### src/rtl/wavegen_pkg.sv
// Shared definitions for the waveform generator family: waveform mode
// encoding and a small helper to turn the raw mode input into the enum.
package wavegen_pkg;

    // Waveform selection as presented on the mode input.
    typedef enum logic [1:0] {
        MODE_SAW = 2'd0,
        MODE_TRI = 2'd1,
        MODE_SQR = 2'd2,
        MODE_MID = 2'd3
    } mode_e;

    // Width of the duty-cycle control (units of 1/256 period).
    localparam int DUTY_W = 8;

    // Every 2-bit code is a legal mode, so the cast cannot produce an
    // out-of-range enum value.
    function automatic mode_e to_mode(input logic [1:0] raw);
        return mode_e'(raw);
    endfunction

endpackage : wavegen_pkg

### src/rtl/pdm_mod.sv
// First-order error-feedback PDM modulator. The ones density of pdm_out
// tracks pcm / 2^WIDTH; the residue of each accumulation is carried into
// the next cycle so no quantisation error is lost.
module pdm_mod #(
    parameter int WIDTH = 16
) (
    input  logic             clk,
    input  logic             rst_n,
    input  logic [WIDTH-1:0] pcm,
    output logic             pdm_out
);

    logic [WIDTH-1:0] r_err;
    logic             r_pdm;
    logic [WIDTH:0]   w_sum;

    // The carry out of error + sample is the output bit; the low bits are
    // the residue fed back next cycle.
    assign w_sum = {1'b0, r_err} + {1'b0, pcm};

    // Error accumulator and output bit, running every cycle.
    always_ff @(posedge clk or negedge rst_n) begin
        if (!rst_n) begin
            r_err <= '0;
            r_pdm <= 1'b0;
        end else begin
            // NOTE: state is updated with non-blocking assignments so every
            // register samples the pre-edge value of its inputs; blocking
            // assignments here would make the result depend on statement order.
            r_err <= w_sum[WIDTH-1:0];
            r_pdm <= w_sum[WIDTH];
        end
    end

    assign pdm_out = r_pdm;

endmodule : pdm_mod

### src/rtl/wavegen_pdm.sv
// Multi-mode audio waveform generator. A phase accumulator sets pitch; the
// top WIDTH bits of phase are shaped into saw, triangle, square or a
// midscale level, registered as pcm, and converted to a 1-bit PDM stream.
// Pitch, mode and duty are latched only when the accumulator wraps (or
// while the step is zero), so a period is never altered part-way through.
module wavegen_pdm
    import wavegen_pkg::*;
#(
    parameter int WIDTH  = 16,
    parameter int ACC_W  = 24,
    parameter int STEP_W = 16
) (
    input  logic              clk,
    input  logic              rst_n,
    input  logic              ena,
    input  logic [1:0]        mode,
    input  logic [STEP_W-1:0] step,
    input  logic [DUTY_W-1:0] duty,
    output logic [WIDTH-1:0]  pcm,
    output logic              pdm_out,
    output logic              wrap
);

    // Phase accumulator and the active (latched) configuration.
    logic [ACC_W-1:0]  r_phase;
    logic [STEP_W-1:0] r_step_a;
    mode_e             r_mode_a;
    logic [DUTY_W-1:0] r_duty_a;

    // Registered outputs.
    logic [WIDTH-1:0]  r_pcm;
    logic              r_wrap;

    // Next-phase arithmetic and waveform shaping.
    logic [ACC_W:0]    w_sum;
    logic              w_carry;
    logic              w_load;
    logic [WIDTH-1:0]  w_p;
    logic [WIDTH-1:0]  w_s;
    logic [WIDTH-1:0]  w_sample;
    logic              w_pdm;

    // One extra bit on the add captures the carry that defines a wrap. The
    // step is zero-extended to the accumulator width.
    assign w_sum   = {1'b0, r_phase} + {{(ACC_W - STEP_W + 1){1'b0}}, r_step_a};
    assign w_carry = w_sum[ACC_W];

    // New configuration is accepted at a period boundary, or continuously
    // while idle with a zero step (which would otherwise never wrap).
    assign w_load  = ena && (w_carry || (r_step_a == '0));

    // Waveform index: the top WIDTH bits of phase, and its doubled form used
    // to build the two triangle ramps.
    assign w_p     = r_phase[ACC_W-1 -: WIDTH];
    assign w_s     = {w_p[WIDTH-2:0], 1'b0};

    // Waveform mux from the current (pre-update) phase and active mode.
    always_comb begin
        // NOTE: a default before the case keeps every path assigned, so no
        // latch is inferred even if the case is later edited.
        w_sample = {1'b1, {(WIDTH-1){1'b0}}};
        unique case (r_mode_a)
            MODE_SAW: w_sample = w_p;
            MODE_TRI: w_sample = w_p[WIDTH-1] ? ~w_s : w_s;
            MODE_SQR: w_sample = (w_p[WIDTH-1 -: DUTY_W] < r_duty_a) ? '1 : '0;
            MODE_MID: w_sample = {1'b1, {(WIDTH-1){1'b0}}};
        endcase
    end

    // Accumulator, config latch, pcm register and wrap pulse.
    always_ff @(posedge clk or negedge rst_n) begin
        if (!rst_n) begin
            r_phase  <= '0;
            r_step_a <= '0;
            r_mode_a <= MODE_SAW;
            r_duty_a <= '0;
            r_pcm    <= '0;
            r_wrap   <= 1'b0;
        end else if (ena) begin
            // The add uses the step that was active before any load below.
            r_phase <= w_sum[ACC_W-1:0];
            r_wrap  <= w_carry;
            r_pcm   <= w_sample;
            if (w_load) begin
                r_step_a <= step;
                r_mode_a <= to_mode(mode);
                r_duty_a <= duty;
            end
        end else begin
            // Held: phase, config and pcm keep their values; wrap never
            // lingers beyond one cycle.
            r_wrap <= 1'b0;
        end
    end

    // PCM to 1-bit conversion of the registered sample.
    pdm_mod #(
        .WIDTH (WIDTH)
    ) u_pdm_mod (
        .clk     (clk),
        .rst_n   (rst_n),
        .pcm     (r_pcm),
        .pdm_out (w_pdm)
    );

    assign pcm     = r_pcm;
    assign wrap    = r_wrap;
    assign pdm_out = w_pdm;

endmodule : wavegen_pdm

### config.mk
export PLATFORM = sky130hd
export DESIGN_NAME = wavegen_pdm
export DESIGN_NICKNAME = d
export VERILOG_FILES = /design/src/rtl/wavegen_pkg.sv /design/src/rtl/pdm_mod.sv /design/src/rtl/wavegen_pdm.sv
export SDC_FILE = /design/constraint.sdc
export NUM_CORES = 1
export LEC_CHECK = 0
export CAP_MARGIN = 0
export CELL_PAD_IN_SITES_DETAIL_PLACEMENT = 1
export CELL_PAD_IN_SITES_GLOBAL_PLACEMENT = 2
export CORE_ASPECT_RATIO = 1.4
export CORE_MARGIN = 2
export CORE_UTILIZATION = 35
export CTS_BUF_LIST = sky130_fd_sc_hd__clkbuf_8
export CTS_CLUSTER_DIAMETER = 50
export DETAILED_ROUTE_END_ITERATION = 10
export PLACE_DENSITY_LB_ADDON = 0.2
export SLEW_MARGIN = 20
export SYNTH_ARGS = -nofsm -noshare
export SYNTH_HDL_FRONTEND = slang
export SYNTH_SLANG_ARGS = --single-unit
### constraint.sdc
create_clock -name clk -period 2.6 [get_ports clk]
set_input_delay 0.52 -clock clk [delete_from_list [all_inputs] [get_ports clk]]
set_output_delay 0.52 -clock clk [all_outputs]
set_load 0.005 [all_outputs]
# Word-level counts from Yosys, hierarchy flattened
# Cells that the tools add are included.
# classes
add_sub_neg	2
n_eq_ne	3
bitwise_logic	1
n_mux	4
magnitude_cmp	1
n_reduce_logical	5
# ops
cell	count
$pmux W16 S4	1
$mux W16	2
$add A24 B16 Y25	1
$add A16 B16 Y17	1
$logic_not A16 Y1	1
$not A16 Y16	1
$lt A8 B8 Y1	1
$eq A2 B2 Y1 const B	2
$eq A2 B1 Y1 const B	1
$logic_not A2 Y1	1
$reduce_and A2 Y1	1
$logic_and A1 B1 Y1	1
$logic_or A1 B1 Y1	1
$mux W1	1
# totals
word_cells	24
register_bits	84

# Depth between registers and ports, before layout
# Gate-level depths: netlist of run 1.
# logic_depth
ltp_word	4
ltp_mapped	10
ltp_nobuf	8

# Hierarchy
# Synthesis of run 1 repeated with hierarchy kept, for this count alone.
# hier_totals
cells_unflattened	497
hier_area_um2	5151.2
# modules_own_cells
module	seq_area_each_um2	n_inst	area_each_um2	cells_per_inst
wavegen_pdm	1676.6	1	3972.6	382
pdm_mod	425.4	1	1178.6	115

# Worst setup path before layout of run 1
# OpenSTA, ideal clock, no wires.
# synth_path
path_type	reg2reg
from	register r_step_a[0]
to	register r_step_a[1]
stages_incl_launch_ff	11
t_required_ns	2.475
arrival_ns	2.429
setup_time_ns	0.125
slack_ns	0.046
path_cell_list	dfrtp_1 > ha_1 > fa_1 > a211oi_2 > nor3_2 > o2111ai_1 > a21o_2 > o21a_1 > buf_6 > buf_6 > mux2_4
# synth_between
elab_chain_len	4
word_cells_on_any_way	5
cone_classes	1 x add/sub; 4 x reduce/logical
# synth_rtl
item	line	source
start: declaration	wavegen_pdm.sv:26	logic [STEP_W-1:0] r_step_a;
start signal: assignment	wavegen_pdm.sv:85	r_step_a <= step;
$add A24 B16 Y25 / $logic_not A16 Y1 (equally long branches)	wavegen_pdm.sv:45, wavegen_pdm.sv:50	
$logic_or A1 B1 Y1 (*)	wavegen_pdm.sv:50	assign w_load = ena && (w_carry || (r_step_a == '0));
$logic_and A1 B1 Y1 (*)	wavegen_pdm.sv:50	
$reduce_and A2 Y1 (no source line) (*)	--	
# Every way passes the cells marked *; elsewhere a longest branch is shown, timed or not.
# A chain may end at the register's enable or synchronous reset.

# Final worst setup path of run 1
# layout_path
from	register r_phase[0]
to	register r_duty_a[7]
# layout_between
elab_chain_len	4
# layout_rtl
item	line	source
start: declaration	wavegen_pdm.sv:25	logic [ACC_W-1:0] r_phase;
start signal: assignment	wavegen_pdm.sv:81	r_phase <= w_sum[ACC_W-1:0];
$add A24 B16 Y25	wavegen_pdm.sv:45	assign w_sum = {1'b0, r_phase} + {{(ACC_W - STEP_W + 1){1'b0}}, r_step_a};
$logic_or A1 B1 Y1	wavegen_pdm.sv:50	
$logic_and A1 B1 Y1	wavegen_pdm.sv:50	
$reduce_and A2 Y1 (no source line)	--	
end signal: assignment	wavegen_pdm.sv:87	r_duty_a <= duty;
end: declaration	wavegen_pdm.sv:28	logic [DUTY_W-1:0] r_duty_a;
# Every way passes these cells.

==> results.toml, run 1 <==
[run_status]
status = "complete, no violations"

[synth]
ys_seq_elements = 84
synth_compound_area_share_pct = 16.3
synth-simple-area-share_pct = 12.6
yosysSeqAreaShare_pct = 41.2
synth_nets = 578
yosys_warnings = 0
yosysTopAreaCellShare_pct = 41.2
synth_edf_count = 0
yosysTopAreaCell = "dfrtp_1"
syn_avg_cell_area_um2 = 10.1
muxShareOfSynthArea_pct = 8.15
synthFlopType = "dfrtp_1"
yosysUniqueCellTypes = 63
synth_area_um2 = 5100
synthXorXnorAreaFrac_pct = 7.22
synthCells = 507
synth_top_family_by_area = "compound AO/OA/AOI/OAI gates"
synthAdderAreaFrac_pct = 10.6
synth-async-reset-ratio_pct = 100
ys_top_cells_by_area = "dfrtp_1 41%, ha_1 9.8%, xnor2_1 5.8%, mux2_4 4.4%, mux2_2 3.5%"

[route]
dr.pass1.iters = 4
drt-total-wl_um = 13600
via_per_inst = 5.26
via_count = 4062
wl_per_cell_um = 17.6
drt_iter0_markers = 106
ant_nets = 0
drcViolationCount = 0

[clock_tree]
cts_max_path_buffers = 2
clock_sinks = 84
hold_buffers = 0
cts_htree_levels = 3
cts_setup_buffers = 0
clk_latency_ns = 0.38
path_clk_slew_ns = 0.09
clock-root-buffer = "clkbuf_8"
numCtsBuffers = 9
tritoncts = "built"

[critical_path]
end_kind = "flip-flop"
cp-start-kind = "flip-flop"
rr_startpoint = "r_phase[0]"
worstSetupPathType = "flip-flop to flip-flop"
worst_ep_arrival_time_ns = 2.74
worstSetupStartpoint = "r_phase[0]"
cp_max_fo = 9
cp.required_ns = 2.87

[place]
dpl.hpwl_um = 10600
place_congestion = 0.787
portBuffers = 46

[pwr]
power.total_w = 0.00760
ir_worst_vdd_uv = 438
leakage_nw = 2.75
p_per_area_nw_per_um2 = 1220

[sta]
grt_setup_unrepaired = "no"
max_slew_margin_pct = 60.1
setup_viol = 0
finClkSkew_ns = 0.0143
fin_crit_ns = 2.46
hold_viol = 0
worst_pin_slew_ns = 0.598
holdWs_ns = 0.125
slew_viol_final = 0
fmax_mhz = 406
timing.final.crit_share_pct = 94.8

[global_routing]
grt_pass1_wl_um = 23300
grt_max_degree = 44
grt_overflow = 0
grt_pass1_vias = 4547
grt_usage_pct = 19.0
antenna_found_initial = 0

[final_layout]
nets = 649
area_growth_pct = 21.7
fill_cells = 1634
insertedDiodeCount = 0
final_util_pct = 43.1
layout-drive-gt1-share_pct = 16.6

[floorplan]
initial_core_util_pct = 35.5
dieWidth_um = 106
coreArea_um2 = 14400
dieArea_um2 = 15600
rows = 52
ios = 47
die_h_um = 147

[job]
maxCapViolations = 0

[hold_path]
hold_class = "input port to asynchronous set/reset pin"
final cells by class:
type                       count  area (um2)  share of cell area [%]
clock buffer                  10         138                    2.22
clock inverter                 6        70.1                    1.13
inverter                      23        86.3                    1.39
multi-input combinational    380        2830                    45.6
sequential                    84        2100                    33.9
tap                          189         236                    3.81
timing repair buffer          80         742                    12.0
flip-flops by register name, indices dropped and copies added (netlist names):
name	flops
r_phase	24
pcm	16
r_step_a	16
u_pdm_mod.r_err	16
r_duty_a	8
r_mode_a	2
u_pdm_mod.pdm_out	1
wrap	1
power by group:
part	switching, W	internal (W)
logic	0.00218	0.00209
registers	0.000464	0.00184
clock network	0.000544	0.000477
worst max-delay path: stages, from the launching register on:
cell and delay (ns):
dfrtp_1 0.39, ha_1 0.23, fa_2 0.36, a211oi_2 0.25
nor3_2 0.10, o2111ai_2 0.20, a21o_2 0.18, o21a_4 0.16
buf_6 0.16, mux2_2 0.34
synth_stat cells, types with 3 or more instances:
cell type	n
o22a_1	3
mux2_2	16
a31oi_1	3
inv_1	23
o21bai_1	3
a21o_1	9
nand4_1	11
o22ai_1	11
nor2_1	48
nor3_1	15
xnor2_1	34
and3_1	7
dfrtp_1	84
a211oi_1	4
o21a_1	7
nand3_1	12
nor4_1	3
mux2_4	15
o21ai_0	32
nand2_1	23
ha_1	40
a21oi_1	35
clkbuf_1	13
xor2_1	8
logic make-up (layout without fill, tap and decap cells):
kind of cell | count (synthesis) | in the layout
simple gates | 134 | 134
compound gates | 130 | 130
flops | 84 | 84
buf+inv | 43 | 119
fa+ha+maj | 42 | 42
xor+xnor | 42 | 42
mux | 32 | 32
per-stage QoR:
stage                     cell area (um2)  setup slack, ns  TNS (ns)  cells
after global routing                 6200           0.0190         0    772
after floorplan                      5100           0.0460         0    507
after CTS                            6180           0.0401         0    772
after detailed placement             5950          -0.0979     -1.02    756
after global placement               5950          -0.0111   -0.0537    756
final                                6200            0.135         0    772
timing repair:
action	4_1_cts	5_1_grt
pin swaps	1	1
hold endpoints to repair	0	0
gates resized for setup	7	7
setup endpoints to repair	19	24
cells in the final DEF, fill, tap and decap left out, types with 6 or more instances in the layout:
cell             count
dfrtp_1             84
nor2_1              48
clkdlybuf4s50_1     45
ha_1                40
a21oi_1             34
xnor2_1             34
buf_4               32
o21ai_0             30
inv_1               23
nand2_1             23
mux2_2              16
nor3_1              15
mux2_4              15
nand3_1             12
nand4_1             11
o22ai_1             11
clkbuf_8            10
a21o_1               9
xor2_1               8
and3_1               7
o21a_1               6
per-layer routing:
layer | up-vias | share of wire, % | GRT usage, %
met5 | - | 0 | 0
met4 | 0 | 2.6 | 8.22
met2 | 50 | 54 | 35.5
li1 | 1966 | - | -
met3 | 18 | 1.8 | 1.95
met1 | 2028 | 41 | 21.7
worst paths after layout:
check,end,slack (ns),cells after the start
setup / recovery,r_duty_a[7],0.14,9
setup reg to reg,r_duty_a[7],0.14,9
max in group asynchronous,r_phase[18],1.82,2
hold / removal,u_pdm_mod.r_err[2],0.13,1
min in group clk,u_pdm_mod.r_err[0],0.48,1
hold reg to reg,u_pdm_mod.r_err[0],0.48,1
No activity file was read; power rests on OpenSTA's default activity.
==> run 2, diff against run 1 <==
--- a/config.mk
+++ b/config.mk
@@ -19,3 +19,4 @@
 export SYNTH_ARGS = -nofsm -noshare
 export SYNTH_HDL_FRONTEND = slang
 export SYNTH_SLANG_ARGS = --single-unit
+export TNS_END_PERCENT = 100
==> results of run 2 <==
Same layout as run 1: the final DEF is identical, and so are final timing and power.
